===== src/rtl/fetch_ctrl.sv =====
// ---------------------------------------------------------------------------
// fetch_ctrl
//   Instruction fetch sequencer for the 16-bit instruction register. Owns the
//   PC and pulls one instruction over the 8-bit memory bus as two bytes, low
//   byte first. The low byte goes to the IR as a full-word write
//   ({8'h00,byte}). The high byte goes in as an upper-byte write.
//
//   Ports
//     clk, rst_n          clock, asynchronous active-low reset
//     start               fetch one instruction at the current PC
//     pc_load, pc_in      load a new PC (aborts any fetch in progress)
//     mem_ack, mem_din    memory byte-read completion and data
//     mem_rd, mem_addr    memory read request and byte address
//     ir_din              IR data input
//     ir_write            IR full-word write strobe (low byte)
//     ir_writeu           IR upper-byte write strobe (high byte)
//     pc_out              current PC
//     busy                fetch in progress
//     done                instruction fully loaded (coincides with ir_writeu)
//     err                 sticky memory timeout flag, cleared by pc_load
// ---------------------------------------------------------------------------
module fetch_ctrl #(
    parameter logic [15:0] RESET_PC = 16'h0000,
    parameter int          TIMEOUT  = 15
) (
    input  logic        clk,
    input  logic        rst_n,
    input  logic        start,
    input  logic        pc_load,
    input  logic [15:0] pc_in,
    input  logic        mem_ack,
    input  logic [7:0]  mem_din,
    output logic        mem_rd,
    output logic [15:0] mem_addr,
    output logic [15:0] ir_din,
    output logic        ir_write,
    output logic        ir_writeu,
    output logic [15:0] pc_out,
    output logic        busy,
    output logic        done,
    output logic        err
);

    typedef enum logic [1:0] {IDLE, RD_LO, RD_HI, ERR} state_t;

    localparam logic [15:0] TO = TIMEOUT[15:0];

    state_t      state_q, state_d;
    logic [15:0] pc_q, pc_d;
    logic [15:0] addr_q, addr_d;
    logic [15:0] ir_din_q, ir_din_d;
    logic [15:0] wait_q, wait_d;
    logic        rd_q, rd_d;
    logic        ir_write_q, ir_write_d;
    logic        ir_writeu_q, ir_writeu_d;
    logic        done_q, done_d;
    logic        err_q, err_d;
    logic        busy_q, busy_d;

    always_comb begin
        state_d     = state_q;
        pc_d        = pc_q;
        addr_d      = addr_q;
        ir_din_d    = ir_din_q;
        wait_d      = wait_q;
        rd_d        = rd_q;
        err_d       = err_q;
        ir_write_d  = 1'b0;
        ir_writeu_d = 1'b0;
        done_d      = 1'b0;

        case (state_q)
            IDLE: begin
                if (pc_load) begin
                    pc_d = pc_in;
                end else if (start) begin
                    addr_d  = pc_q;
                    rd_d    = 1'b1;
                    wait_d  = 16'd0;
                    state_d = RD_LO;
                end
            end
            RD_LO, RD_HI: begin
                // pc_load outranks a same-cycle ack: the byte is dropped.
                if (pc_load) begin
                    pc_d    = pc_in;
                    rd_d    = 1'b0;
                    wait_d  = 16'd0;
                    state_d = IDLE;
                end else if (mem_ack) begin
                    ir_din_d = {8'h00, mem_din};
                    pc_d     = pc_q + 16'd1;
                    wait_d   = 16'd0;
                    if (state_q == RD_LO) begin
                        ir_write_d = 1'b1;
                        addr_d     = pc_q + 16'd1;  // rd stays high into the high byte
                        state_d    = RD_HI;
                    end else begin
                        ir_writeu_d = 1'b1;
                        done_d      = 1'b1;
                        rd_d        = 1'b0;
                        state_d     = IDLE;
                    end
                end else if (TIMEOUT > 0) begin
                    if (wait_q + 16'd1 == TO) begin
                        rd_d    = 1'b0;
                        err_d   = 1'b1;
                        wait_d  = 16'd0;
                        state_d = ERR;
                    end else begin
                        wait_d = wait_q + 16'd1;
                    end
                end
            end
            ERR: begin
                if (pc_load) begin
                    pc_d    = pc_in;
                    err_d   = 1'b0;
                    state_d = IDLE;
                end
            end
            default: state_d = IDLE;
        endcase

        busy_d = (state_d == RD_LO) || (state_d == RD_HI);
    end

    always_ff @(posedge clk or negedge rst_n) begin
        if (!rst_n) begin
            state_q     <= IDLE;
            pc_q        <= RESET_PC;
            addr_q      <= RESET_PC;
            ir_din_q    <= 16'h0000;
            wait_q      <= 16'd0;
            rd_q        <= 1'b0;
            ir_write_q  <= 1'b0;
            ir_writeu_q <= 1'b0;
            done_q      <= 1'b0;
            err_q       <= 1'b0;
            busy_q      <= 1'b0;
        end else begin
            state_q     <= state_d;
            pc_q        <= pc_d;
            addr_q      <= addr_d;
            ir_din_q    <= ir_din_d;
            wait_q      <= wait_d;
            rd_q        <= rd_d;
            ir_write_q  <= ir_write_d;
            ir_writeu_q <= ir_writeu_d;
            done_q      <= done_d;
            err_q       <= err_d;
            busy_q      <= busy_d;
        end
    end

    assign mem_rd    = rd_q;
    assign mem_addr  = addr_q;
    assign ir_din    = ir_din_q;
    assign ir_write  = ir_write_q;
    assign ir_writeu = ir_writeu_q;
    assign pc_out    = pc_q;
    assign busy      = busy_q;
    assign done      = done_q;
    assign err       = err_q;

endmodule


===== config.mk =====
export PLATFORM = sky130hd
export DESIGN_NAME = fetch_ctrl
export DESIGN_NICKNAME = d
export VERILOG_FILES = /design/src/rtl/fetch_ctrl.sv
export SDC_FILE = /design/constraint.sdc
export NUM_CORES = 1
export LEC_CHECK = 0
export CAP_MARGIN = 20
export CORE_UTILIZATION = 46
export CTS_CLUSTER_SIZE = 10
export DETAILED_ROUTE_END_ITERATION = 7
export PLACE_DENSITY = 0.76
export SLEW_MARGIN = 20
export SYNTH_ARGS = -nofsm -noshare
export SYNTH_HDL_FRONTEND = slang
export SYNTH_SLANG_ARGS = --single-unit

===== constraint.sdc =====
create_clock -name clk -period 2.1 [get_ports clk]
set_input_delay 0.21 -clock clk [delete_from_list [all_inputs] [get_ports clk]]
set_output_delay 0.21 -clock clk [all_outputs]
set_load 0.02 [all_outputs]

==> results_tabular.tex, run 1 <==
\begin{tabular}{lr}
\hline
Metric & Value \\
\hline
\multicolumn{2}{l}{\textbf{Die}} \\
Initial Util & 0.488 \\
Top-level port count & 83 \\
Die Width & 90.6 um \\
Die Span Y & 90.6 um \\
Number of rows created at floorplan & 31 \\
Die Area & 8210 um\^{}2 \\
Core ar. & 7410 um\^{}2 \\
\multicolumn{2}{l}{\textbf{Clock tree}} \\
Total clock buffers created by CTS & 9 \\
CTS H-Tree Depth & 3 \\
CTS tree & yes \\
TritonCTS Sinks & 63 \\
CTS max path bufs & 2 \\
Clock Tree Root & sky130\_fd\_sc\_hd\_\_clkbuf\_8 \\
Clock transition time at the flip-flop clock pins of the worst setup and hold paths & 90 ps \\
Source-to-sink clock delay at the later pin of the worst-skew pair & 360 ps \\
\multicolumn{2}{l}{\textbf{STA}} \\
Final setup violation count & 2 \\
Setup skew after layout & 18.1 ps \\
Worst path setup slack after routing & -8.07 ps \\
Highest clock frequency the design can meet & 474 MHz \\
Post-route clock period utilization & 1.00 \\
Count of pins over their slew limit & 0 \\
Hold\_ws & 336 ps \\
Minimum period implied by the final worst setup slack & 2110 ps \\
Count of endpoints failing hold in the final timing report & 0 \\
Sum Neg Setup Slack & -8.74 ps \\
Unrepaired setup endpoints after global routing & true \\
\multicolumn{2}{l}{\textbf{Worst setup path}} \\
Worst setup EP type & flop \\
Critical register-to-register path endpoint & wait\_q[8] \\
Classification of the worst setup path & reg2reg \\
Crit path to & wait\_q[8] \\
Arrival time worst endpoint & 2360 ps \\
RR Startpoint & wait\_q[0] \\
CP Launch Type & flop \\
Worst setup path startpoint & wait\_q[0] \\
Required time of the worst setup path & 2350 ps \\
Critical Path Fanout Max & 5 \\
FF-to-FF setup slack & -8 ps \\
Worst reg2reg path depth & 8 \\
\multicolumn{2}{l}{\textbf{Outcome}} \\
Violations in the final reports & setup timing \\
Run status & complete, but fails checks \\
\multicolumn{2}{l}{\textbf{Drt}} \\
Vias/cell & 5.50 \\
Number of DRC violations after detailed-routing iteration 0 & 176 \\
Number of iterations in the first detailed-routing pass & 7 \\
Drt wl/cell & 15.3 um \\
Via count & 3309 \\
DRT Wirelength & 9200 um \\
DRC errors left & 0 \\
Antenna viol nets, final & 0 \\
\multicolumn{2}{l}{\textbf{Logic synthesis}} \\
Post-synthesis average cell area & 9.06 um\^{}2 \\
Post-synth top cells & sky130\_fd\_sc\_hd\_\_dfrtp\_1, sky130\_fd\_sc\_hd\_\_nand2\_1, sky130\_fd\_sc\_hd\_\_nor2\_1, sky130\_fd\_sc\_hd\_\_a21oi\_1, sky130\_fd\_sc\_hd\_\_xor2\_1 \\
Yosys cell types & 49 \\
Post-synth design cell area & 3610 um\^{}2 \\
Register area share after synthesis & 0.436 \\
Warning count from the yosys run & 0 \\
Post-synthesis register bit count & 63 \\
Area contributors post-synth & sky130\_fd\_sc\_hd\_\_dfrtp\_1, sky130\_fd\_sc\_hd\_\_nand2\_1, sky130\_fd\_sc\_hd\_\_xor2\_1, sky130\_fd\_sc\_hd\_\_nor2\_1, sky130\_fd\_sc\_hd\_\_a21oi\_1 \\
Proportion of register bits with asynchronous set or reset after synthesis & 1.00 \\
Post-synth EDFFs & 0 \\
Predominant post-synthesis flop cell & sky130\_fd\_sc\_hd\_\_dfrtp\_1 \\
Area share of the largest cell type after synthesis & 0.436 \\
Dominant cell by count in the synthesized netlist & sky130\_fd\_sc\_hd\_\_dfrtp\_1 \\
Most area-hungry cell type in the Yosys netlist & sky130\_fd\_sc\_hd\_\_dfrtp\_1 \\
Cells after synthesis & 399 \\
\multicolumn{2}{l}{\textbf{Finish}} \\
Net count of the finished layout & 534 \\
Final-layout fill cell count & 587 \\
Number of standard cells in the layout, taps in and fillers out & 602 \\
Total area of multi-input combinational cells & 2000 um\^{}2 \\
Sequential cell area & 1580 um\^{}2 \\
Area added between synthesis and finish & 38.1\% \\
Share of cells above drive strength 1 & 0.183 \\
Antenna diode instance count & 0 \\
\multicolumn{2}{l}{\textbf{Global routing}} \\
GRT overflow & 0 \\
Overall fraction of global-route tracks in use & 0.230 \\
Maximum number of pins on one net before global-route repair & 33 \\
Global-route wire length before repair & 15100 um \\
Number of antenna violations at the first check in global routing & 0 \\
Vias in the first global route & 3144 \\
\multicolumn{2}{l}{\textbf{Place}} \\
Number of port buffers & 74 \\
Post-placement cell count & 580 \\
Post-DP HPWL & 6400 um \\
Setup Slack @ Placement & -15.8 ps \\
Final weighted congestion in routability-driven placement & 0.846 \\
\multicolumn{2}{l}{\textbf{Power}} \\
VDD IR max & 0.515 mV \\
Pleak & 2.09 nW \\
Power density over the cells & 1210 nW/um\^{}2 \\
\multicolumn{2}{l}{\textbf{Min path}} \\
HP Class & in2async \\
\multicolumn{2}{l}{\textbf{Flow run}} \\
Max Cap Violations & 0 \\
\hline
\end{tabular}
==> where the power goes <==
group	switching (mW)	internal, mW	total [mW]
sequential	0.222	1.57	1.79
clock	0.538	0.670	1.21
combinational	1.68	1.37	3.05
total	2.44	3.61	6.05
==> worst max-delay path: stages, from the launching register on <==
cell and delay (ps):
sky130_fd_sc_hd__dfrtp_1 440, sky130_fd_sc_hd__buf_6 150, sky130_fd_sc_hd__and4_1 200, sky130_fd_sc_hd__nand4_1 160, sky130_fd_sc_hd__nor2_1 70, sky130_fd_sc_hd__a22oi_2 350
sky130_fd_sc_hd__o21ai_4 130, sky130_fd_sc_hd__or2_4 300, sky130_fd_sc_hd__o311ai_2 220
==> layout by cell type (no fill, tap or decap), types with 3 or more instances in the layout <==
cell type,count
sky130_fd_sc_hd__nor3_1,6
sky130_fd_sc_hd__buf_4,34
sky130_fd_sc_hd__inv_1,7
sky130_fd_sc_hd__and2_1,3
sky130_fd_sc_hd__and3_1,12
sky130_fd_sc_hd__conb_1,8
sky130_fd_sc_hd__xnor2_1,12
sky130_fd_sc_hd__nor2_1,39
sky130_fd_sc_hd__mux2_2,8
sky130_fd_sc_hd__nand2_1,52
sky130_fd_sc_hd__ha_1,6
sky130_fd_sc_hd__mux2i_1,4
sky130_fd_sc_hd__clkbuf_8,9
sky130_fd_sc_hd__nor4_1,4
sky130_fd_sc_hd__nand3_1,11
sky130_fd_sc_hd__o21ai_0,22
sky130_fd_sc_hd__o31ai_1,4
sky130_fd_sc_hd__nand4_1,9
sky130_fd_sc_hd__clkdlybuf4s50_1,73
sky130_fd_sc_hd__a21oi_1,25
sky130_fd_sc_hd__clkinvlp_4,3
sky130_fd_sc_hd__a21o_1,3
sky130_fd_sc_hd__a31oi_1,4
sky130_fd_sc_hd__xor2_1,22
sky130_fd_sc_hd__or2_2,3
sky130_fd_sc_hd__dfrtp_1,62
==> worst min-delay path by stage <==
stage	slack [ps]	end	start
2_1_floorplan	-90	busy	rst_n
3_3_place_gp	200	ir_din[7]	rst_n
3_5_place_dp	190	ir_din[7]	rst_n
4_1_cts	360	pc_out[10]	rst_n
5_1_grt	390	mem_addr[6]	rst_n
6_report	340	mem_addr[15]	rst_n
==> metrics by stage <==
step	total power, mW	utilization	area (um^2)
6_report	6.05	0.673	4990
2_1_floorplan	3.50	-	3640
3_3_place_gp	4.67	0.621	4600
3_5_place_dp	4.76	0.621	4600
4_1_cts	6.02	0.662	4910
5_1_grt	6.40	0.673	4990
==> cell families (layout without fill, tap and decap cells) <==
kind of cell | Yosys count | count (layout) | share of synthesized area
AOI/OAI and AO/OA | 83 | 83 | 0.152
xor gates and xnor gates | 35 | 35 | 0.0848
adders and majority gates | 7 | 7 | 0.0242
buffers and inverters | 38 | 135 | 0.0502
DFF | 63 | 63 | 0.436
muxes | 13 | 13 | 0.0388
other | 1 | 8 | 0.00104
and+or+nand+nor | 159 | 159 | 0.213
==> area by class of cell <==
cell class / instances / share of cell area
timing repair buffer: 112 / 0.209
tap: 99 / 0.0248
clock inverter: 7 / 0.0193
clock buffer: 9 / 0.0248
inverter: 7 / 0.00527
multi-input combinational: 305 / 0.400
sequential: 63 / 0.316
==> registers in the layout (all words and copies together) (netlist names), 2 cells and up <==
register and flops:
ir_din 8, pc_out 16, wait_q 16, mem_addr 16
state_q 2
==> what timing repair did <==
action | 4_1_cts | 5_1_grt
endpoints found under the setup margin | 4 | 21
gates resized for setup | 9 | 15
buffers inserted | 4 | 1
pin swaps | 8 | 6
hold endpoints to repair | 21 | 0
hold buffers | 1 | 0
==> routing by layer <==
layer / vias to the layer above / global-route usage / part of all wire
met2: 108 / 0.376 / 0.50
met4: 0 / 0.0847 / 0.014
met3: 13 / 0.0379 / 0.057
met1: 1616 / 0.306 / 0.43
met5: - / 0 / 0
li1: 1572 / - / -
(Power assumes the default switching activity.)
==> inputs of run 2 (changes only) <==
--- a/config.mk
+++ b/config.mk
@@ -6,6 +6,7 @@
 export NUM_CORES = 1
 export LEC_CHECK = 0
 export CAP_MARGIN = 20
+export CORE_ASPECT_RATIO = 1.1
 export CORE_UTILIZATION = 46
 export CTS_CLUSTER_SIZE = 10
 export DETAILED_ROUTE_END_ITERATION = 7
==> run 2 against run 1 <==
The run now ends clean. Die area hardly changed. Clock power hardly changed. Utilization shrank 0.47 points. Fmax grew 1.3%. Combinational power down 1%. Sequential power hardly changed. First-iteration DRC count down 12%. Wire length down 3.2%. Via count shrank 2.1%. Non-clock buffer count rose by 2. Power is 0.50% lower. Critical path type unchanged. Largest cell class unchanged. Highest routed layer unchanged.
==> results_tabular.tex, run 2 (synthesis gave the netlist of run 1 again) <==
\begin{tabular}{lr}
\hline
Metric & Value \\
\hline
\multicolumn{2}{l}{\textbf{STA}} \\
Minimum period implied by the final worst setup slack & 2080 ps (-27.7 ps) \\
Unrepaired setup endpoints after global routing & true \\
Highest clock frequency the design can meet & 481 MHz (+1.3\%) \\
Final setup violation count & 0 (-2) \\
Slew @ Worst Pin & 599 ps \\
Setup skew after layout & 13.5 ps (-4.64 ps) \\
Max-slew headroom & 0.600 \\
Count of endpoints failing hold in the final timing report & 0 (unchanged) \\
Count of pins over their slew limit & 0 (unchanged) \\
Post-route clock period utilization & 0.991 (-0.0132) \\
\multicolumn{2}{l}{\textbf{Die}} \\
Core ar. & 7510 um\^{}2 (+1.4\%) \\
Die Span Y & 95.0 um (+4.8\%) \\
Die Area & 8210 um\^{}2 (about the same) \\
Initial Util & 0.481 (-0.00690) \\
Die Width & 86.5 um (-4.6\%) \\
Top-level port count & 83 (unchanged) \\
Number of rows created at floorplan & 33 (+6.5\%) \\
\multicolumn{2}{l}{\textbf{Power}} \\
Clk pwr share & 0.204 (+0.004) \\
Share of power burned in combinational logic & 0.500 (-0.005) \\
Sequential Power Share & 0.296 (about the same) \\
Switching power as a share of total power & 0.395 (-0.00940) \\
Pleak & 2.10 nW (+0.45\%) \\
Power dissipated by switching net loads & 2.37 mW (-2.8\%) \\
VDD IR max & 0.622 mV (+21\%) \\
Power, Total & 6.02 mW (-0.50\%) \\
Int Power & 3.64 mW (+1.1\%) \\
Power density over the cells & 1200 nW/um\^{}2 (-1.2\%) \\
\multicolumn{2}{l}{\textbf{Finish}} \\
Net count of the finished layout & 536 (+0.37\%) \\
Area added between synthesis and finish & 39.1\% \\
Commonest cells after routing, fill and taps aside & sky130\_fd\_sc\_hd\_\_clkdlybuf4s50\_1, sky130\_fd\_sc\_hd\_\_dfrtp\_1, sky130\_fd\_sc\_hd\_\_nand2\_1 \\
Non-Filler Cell Area, Final & 5020 um\^{}2 (+0.73\%) \\
Most common library cell in the layout ignoring fill and taps & sky130\_fd\_sc\_hd\_\_clkdlybuf4s50\_1 \\
Total area of multi-input combinational cells & 1980 um\^{}2 (-0.69\%) \\
Number of standard cells in the layout, taps in and fillers out & 610 (+1.3\%) \\
Share of cells above drive strength 1 & 0.194 (+0.0112) \\
Antenna diode instance count & 0 (unchanged) \\
Final-layout fill cell count & 605 (+3.1\%) \\
Sequential cell area & 1580 um\^{}2 (+0.32\%) \\
\multicolumn{2}{l}{\textbf{Drt}} \\
Antenna viol nets, final & 0 (unchanged) \\
Via count & 3241 (-2.1\%) \\
Number of iterations in the first detailed-routing pass & 4 (-3) \\
DRT Wirelength & 8910 um (-3.2\%) \\
Drt wl/cell & 14.6 um (-4.4\%) \\
Vias/cell & 5.31 (-3.3\%) \\
DRC errors left & 0 (unchanged) \\
Number of DRC violations after detailed-routing iteration 0 & 155 (-12\%) \\
\multicolumn{2}{l}{\textbf{Worst setup path}} \\
Crit path to & wait\_q[2] \\
FF-to-FF setup slack & 20 ps (+30 ps) \\
CP Launch Type & flop \\
RR Startpoint & wait\_q[0] \\
Worst reg2reg path depth & 9 (+1) \\
Required time of the worst setup path & 2340 ps (about the same) \\
Critical register-to-register path endpoint & wait\_q[2] \\
Worst setup path startpoint & wait\_q[0] \\
Critical Path Fanout Max & 5 (unchanged) \\
Classification of the worst setup path & reg2reg \\
Worst setup EP type & flop \\
Arrival time worst endpoint & 2320 ps (-40 ps) \\
\multicolumn{2}{l}{\textbf{Global routing}} \\
GRT overflow & 0 (unchanged) \\
Maximum number of pins on one net before global-route repair & 40 (+21\%) \\
Vias in the first global route & 2994 (-4.8\%) \\
Overall fraction of global-route tracks in use & 0.220 (-0.00992) \\
Number of antenna violations at the first check in global routing & 0 (unchanged) \\
Global-route wire length before repair & 13900 um (-7.9\%) \\
\multicolumn{2}{l}{\textbf{Clock tree}} \\
CTS max path bufs & 2 (unchanged) \\
CTS H-Tree Depth & 3 (unchanged) \\
Clock transition time at the flip-flop clock pins of the worst setup and hold paths & 80 ps (about the same) \\
TritonCTS Sinks & 63 (unchanged) \\
Source-to-sink clock delay at the later pin of the worst-skew pair & 360 ps (about the same) \\
Clock Tree Root & sky130\_fd\_sc\_hd\_\_clkbuf\_8 \\
CTS tree & yes \\
Total clock buffers created by CTS & 9 (unchanged) \\
\multicolumn{2}{l}{\textbf{Min path}} \\
HP Class & in2async \\
\multicolumn{2}{l}{\textbf{Place}} \\
DP Area & 4610 um\^{}2 (+0.27\%) \\
Post-DP HPWL & 6160 um (-3.8\%) \\
Final weighted congestion in routability-driven placement & 0.910 (+7.6\%) \\
Number of port buffers & 74 (unchanged) \\
Post-placement cell count & 585 (+0.86\%) \\
\multicolumn{2}{l}{\textbf{Flow run}} \\
Max Cap Violations & 0 (unchanged) \\
\multicolumn{2}{l}{\textbf{Outcome}} \\
Run status & finished clean \\
\hline
\end{tabular}
run 2: per-layer routing:
metal	track usage	vias to the layer above	part of all wire
met5	0	-	0
met4	0.0931	0	0.018
met3	0.0463	15	0.055
met2	0.377	89	0.51
met1	0.269	1555	0.42
li1	-	1582	-
run 2: what timing repair did:
action	4_1_cts	5_1_grt
hold buffers	1	0
gates resized for setup	2	24
cloned	0	0
pin swaps	2	11
setup endpoints to repair	3	17
endpoints found under the hold margin	24	0
setup buffers	3	5
run 2: final cells by class:
type / instances / share of cell area
Clock inverter: 6 / 0.0184
Sequential cell: 63 / 0.315
Multi-Input combinational cell: 305 / 0.395
Inverter: 7 / 0.00523
Timing Repair Buffer: 114 / 0.213
Clock buffer: 10 / 0.0274
Tap cell: 105 / 0.0261
run 2: worst min path at each step:
stage / slack (ps) / end / depth (start not counted) / start
after global placement: 250 / ir_din[4] / 1 / rst_n
after global routing: 420 / pc_out[4] / 3 / pc_in[4]
after CTS: 410 / wait_q[4] / 2 / rst_n
final: 390 / ir_din[4] / 2 / rst_n
after detailed placement: 250 / ir_din[6] / 1 / rst_n
after floorplan: -90 / busy / 0 / rst_n
run 2: stage by stage:
| step | hold slack, ps | utilization | TNS (ps) | setup slack, ps |
|---|---|---|---|---|
| 6_report | 394 | 0.669 | 0 | 19.6 |
| 5_1_grt | 421 | 0.669 | -308 | -84.7 |
| 4_1_cts | 405 | 0.650 | 0 | 2.33 |
| 3_5_place_dp | 251 | 0.614 | -2.97 | -2.97 |
| 3_3_place_gp | 246 | 0.614 | 0 | 76.6 |
| 2_1_floorplan | -85.6 | - | 0 | 51.6 |
run 2: worst max-delay path, cell delays in order, from the launching register on:
cell and delay [ps]:
sky130_fd_sc_hd__dfrtp_1 380, sky130_fd_sc_hd__ha_2 220, sky130_fd_sc_hd__nand3_4 110, sky130_fd_sc_hd__nor4_4 180, sky130_fd_sc_hd__mux2i_2 280, sky130_fd_sc_hd__o2111ai_2 190
sky130_fd_sc_hd__o21ai_4 220, sky130_fd_sc_hd__buf_6 140, sky130_fd_sc_hd__o21bai_1 80, sky130_fd_sc_hd__o2bb2ai_1 140
run 2: power by group through the flow:
stage / sequential (mW) / clock [mW] / combinational [mW]
4_1_cts: 1.79 / 1.25 / 2.97
5_1_grt: 1.82 / 1.30 / 3.28
2_1_floorplan: 2.18 / 0 / 1.32
3_5_place_dp: 1.81 / 0 / 2.94
6_report: 1.78 / 1.23 / 3.01
3_3_place_gp: 1.79 / 0 / 2.90
==> inputs of run 3 (changes only) <==
--- a/config.mk
+++ b/config.mk
@@ -5,6 +5,7 @@
 export SDC_FILE = /design/constraint.sdc
 export NUM_CORES = 1
 export LEC_CHECK = 0
+export ABC_AREA = 1
 export CAP_MARGIN = 20
 export CORE_ASPECT_RATIO = 1.1
 export CORE_UTILIZATION = 46
==> run 3 against run 2 <==
Register-to-register slack improved by 98 ps. Largest power group unchanged. Hold slack got worse by 15 ps. Synthesized cell count rose by 19%. Flip-flop and latch count did not move. Power fell by 2.5%. Die area rose by 0.58%. Worst setup slack improved by 98 ps. Wire length rose by 6.3%. Global-route usage rose by 2.6 points. Critical endpoint is now mem_rd.
==> results_tabular.tex, run 3 <==
\begin{tabular}{lr}
\hline
Metric & Value \\
\hline
\multicolumn{2}{l}{\textbf{Outcome}} \\
Run status & finished clean \\
\multicolumn{2}{l}{\textbf{Logic synthesis}} \\
Yosys cell types & 39 (-20\%) \\
Most area-hungry cell type in the Yosys netlist & sky130\_fd\_sc\_hd\_\_dfrtp\_1 \\
Arithmetic-cell share of the synthesized area counting full adders, half adders and majority gates & 0.0241 (-0.000142) \\
Post-synthesis register bit count & 63 (unchanged) \\
Simple-Gate Fraction of Synth Area & 0.285 (+0.0721) \\
Dominant cell by count in the synthesized netlist & sky130\_fd\_sc\_hd\_\_nand2\_1 \\
Post-synthesis average cell area & 7.65 um\^{}2 (-16\%) \\
Area share of the largest cell type after synthesis & 0.434 (-0.00255) \\
Dominant combinational cell family by area after synthesis & simple AND/OR/NAND/NOR gates \\
Complex-gate fraction of the synthesized area & 0.131 (-0.0209) \\
Cells after synthesis & 475 (+19\%) \\
Mux contribution to synthesized area & 0 (-0.0388) \\
Proportion of register bits with asynchronous set or reset after synthesis & 1.00 (unchanged) \\
Post-synth EDFFs & 0 (unchanged) \\
Post-synth top cells & sky130\_fd\_sc\_hd\_\_nand2\_1, sky130\_fd\_sc\_hd\_\_dfrtp\_1, sky130\_fd\_sc\_hd\_\_inv\_1, sky130\_fd\_sc\_hd\_\_nor2\_1, sky130\_fd\_sc\_hd\_\_o21ai\_0 \\
Register area share after synthesis & 0.434 (-0.00255) \\
Area contributors post-synth & sky130\_fd\_sc\_hd\_\_dfrtp\_1, sky130\_fd\_sc\_hd\_\_nand2\_1, sky130\_fd\_sc\_hd\_\_inv\_1, sky130\_fd\_sc\_hd\_\_nor2\_1, sky130\_fd\_sc\_hd\_\_o21ai\_0 \\
Post-synthesis share of cell area spent on xor and xnor gates & 0.0386 (-0.0463) \\
Predominant post-synthesis flop cell & sky130\_fd\_sc\_hd\_\_dfrtp\_1 \\
Post-synth design cell area & 3630 um\^{}2 (+0.59\%) \\
Warning count from the yosys run & 0 (unchanged) \\
\multicolumn{2}{l}{\textbf{STA}} \\
Worst path setup slack after routing & 118 ps (+98.5 ps) \\
Unrepaired setup endpoints after global routing & true \\
Slew @ Worst Pin & 552 ps (-47.0 ps) \\
Minimum period implied by the final worst setup slack & 1980 ps (-98.5 ps) \\
Max-slew headroom & 0.632 (+0.0314) \\
Count of pins over their slew limit & 0 (unchanged) \\
Highest clock frequency the design can meet & 505 MHz (+5.0\%) \\
Count of endpoints failing hold in the final timing report & 0 (unchanged) \\
Post-route clock period utilization & 0.944 (-0.0469) \\
Final setup violation count & 0 (unchanged) \\
Setup skew after layout & 10.3 ps (-3.20 ps) \\
\multicolumn{2}{l}{\textbf{Worst setup path}} \\
CP Launch Type & flop \\
Critical Path Fanout Max & 18 (+13) \\
CP max stage cell & sky130\_fd\_sc\_hd\_\_dfrtp\_1 \\
Worst setup EP type & flop \\
Cell repeated most along the worst path & sky130\_fd\_sc\_hd\_\_nand2\_1 \\
Required time of the worst setup path & 2340 ps (about the same) \\
Cell-by-cell listing of the critical path & buf\_4 > nand3\_1 > nor2\_1 > nand3\_1 > nand2\_1 > nand2\_1 > nor2\_1 > nand2\_1 > nor2\_2 > nand2\_2 > nand2\_8 > nand2\_1 > nand2\_1 > nand2\_1 \\
Arrival time worst endpoint & 2220 ps (-100 ps) \\
Worst path max stage delay & 400 ps (+20 ps) \\
Classification of the worst setup path & reg2reg \\
\multicolumn{2}{l}{\textbf{Drt}} \\
Via count & 3541 (+9.3\%) \\
Number of DRC violations after detailed-routing iteration 0 & 143 (-7.7\%) \\
Number of iterations in the first detailed-routing pass & 5 (+1) \\
Antenna viol nets, final & 0 (unchanged) \\
Drt wl/cell & 14.1 um (-3.8\%) \\
DRT Wirelength & 9470 um (+6.3\%) \\
Vias/cell & 5.25 (-1.1\%) \\
DRC errors left & 0 (unchanged) \\
\multicolumn{2}{l}{\textbf{Power}} \\
Power density over the cells & 1230 nW/um\^{}2 (+3.0\%) \\
VDD IR max & 0.857 mV (+38\%) \\
Pleak & 2.12 nW (+1.0\%) \\
Power, Total & 5.87 mW (-2.5\%) \\
\multicolumn{2}{l}{\textbf{Finish}} \\
Final-layout fill cell count & 696 (+15\%) \\
Net count of the finished layout & 600 (+12\%) \\
Area added between synthesis and finish & 30.8\% \\
Share of cells above drive strength 1 & 0.107 (-0.0869) \\
Final core utilization & 0.629 (-0.0394) \\
Antenna diode instance count & 0 (unchanged) \\
Commonest cells after routing, fill and taps aside & sky130\_fd\_sc\_hd\_\_nand2\_1, sky130\_fd\_sc\_hd\_\_clkdlybuf4s50\_1, sky130\_fd\_sc\_hd\_\_dfrtp\_1 \\
Most common library cell in the layout ignoring fill and taps & sky130\_fd\_sc\_hd\_\_nand2\_1 \\
Number of standard cells in the layout, taps in and fillers out & 674 (+10\%) \\
\multicolumn{2}{l}{\textbf{Clock tree}} \\
CTS max path bufs & 2 (unchanged) \\
CTS H-Tree Depth & 3 (unchanged) \\
TritonCTS Sinks & 63 (unchanged) \\
Source-to-sink clock delay at the later pin of the worst-skew pair & 350 ps (about the same) \\
Clock transition time at the flip-flop clock pins of the worst setup and hold paths & 80 ps (about the same) \\
CTS tree & yes \\
Clock Tree Root & sky130\_fd\_sc\_hd\_\_clkbuf\_8 \\
Total clock buffers created by CTS & 9 (unchanged) \\
\multicolumn{2}{l}{\textbf{Global routing}} \\
Global-route wire length before repair & 15700 um (+13\%) \\
Overall fraction of global-route tracks in use & 0.246 (+0.0262) \\
Vias in the first global route & 3406 (+14\%) \\
GRT overflow & 0 (unchanged) \\
Number of antenna violations at the first check in global routing & 0 (unchanged) \\
Maximum number of pins on one net before global-route repair & 26 (-35\%) \\
\multicolumn{2}{l}{\textbf{Place}} \\
Post-DP HPWL & 6810 um (+11\%) \\
Setup Slack @ Placement & 33.4 ps (+36.4 ps) \\
Final weighted congestion in routability-driven placement & 0.862 (-5.3\%) \\
Number of port buffers & 74 (unchanged) \\
Post-placement cell count & 653 (+12\%) \\
\multicolumn{2}{l}{\textbf{Die}} \\
Core ar. & 7560 um\^{}2 (+0.55\%) \\
Die Width & 86.8 um (+0.29\%) \\
Die Span Y & 95.2 um (+0.29\%) \\
Initial Util & 0.481 (about the same) \\
Top-level port count & 83 (unchanged) \\
Number of rows created at floorplan & 33 (unchanged) \\
Die Area & 8260 um\^{}2 (+0.58\%) \\
\multicolumn{2}{l}{\textbf{Flow run}} \\
Max Cap Violations & 0 (unchanged) \\
\multicolumn{2}{l}{\textbf{Min path}} \\
HP Class & in2async \\
\hline
\end{tabular}
[run 3: cell families after synthesis]
group           count (synthesis)
xor+xnor                       16
simple gates                  240
flops                          63
other cells                     1
fa+ha+maj                       7
buf+inv                        71
compound gates                 77
[run 3: power by group]
| part | total, mW | leakage, nW | internal [mW] | switching, mW |
|---|---|---|---|---|
| registers | 1.93 | 0.787 | 1.59 | 0.336 |
| logic | 2.98 | 1.25 | 1.23 | 1.74 |
| clock network | 0.964 | 0.0894 | 0.490 | 0.474 |
| total | 5.87 | 2.12 | 3.32 | 2.55 |
[run 3: path summary, 6_finish.rpt]
| kind | cells after the start | end | slack, ps | from |
|---|---|---|---|---|
| min in group clk | 3 | ir_din[7] | 400 | mem_din[7] |
| max in group asynchronous | 3 | mem_addr[8] | 1000 | rst_n |
| hold reg to reg | 2 | ir_din[0] | 470 | ir_din[0] |
| setup reg to reg | 14 | mem_rd | 120 | wait_q[1] |
| hold / removal | 2 | wait_q[7] | 380 | rst_n |
| setup / recovery | 14 | mem_rd | 120 | wait_q[1] |
[run 3: final cells by class]
type	instances	area, um^2	share of cell area
multi-input combinational	348	1810	0.380
sequential	63	1580	0.332
timing repair buffer	92	873	0.184
inverter	49	184	0.0387
clock buffer	13	159	0.0334
tap	105	131	0.0276
clock inverter	3	17.5	0.00368
timing repair inverter	1	7.51	0.00158
[run 3: per-layer routing]
layer | vias up | global-route usage | wire (um) | share of wire
li1 | 1716 | - | - | -
met1 | 1673 | 0.303 | 4080 | 0.43
met2 | 140 | 0.407 | 4510 | 0.48
met3 | 12 | 0.0710 | 706 | 0.075
met4 | 0 | 0.100 | 173 | 0.018
met5 | - | 0 | 0 | 0
[run 3: critical path: cells and delay by family (launching register included)]
| kind | cells | cell delay, ps |
|---|---|---|
| DFF | 1 | 400 |
| buffers and inverters | 1 | 130 |
| and+or+nand+nor | 13 | 1330 |
[run 3: through the flow]
stage / setup TNS, ps / area, um^2 / hold WS, ps
final: 0 / 4750 / 379
after global routing: -146 / 4750 / 416
after detailed placement: 0 / 4500 / 231
after floorplan: 0 / 3660 / -85.6
after CTS: 0 / 4690 / 389
after global placement: 0 / 4500 / 228
[run 3: what timing repair did]
item,in CTS,in global routing
buffers inserted,0,3
hold buffers,1,0
gates resized for setup,0,11
endpoints found under the hold margin,22,0
endpoints found under the setup margin,0,35
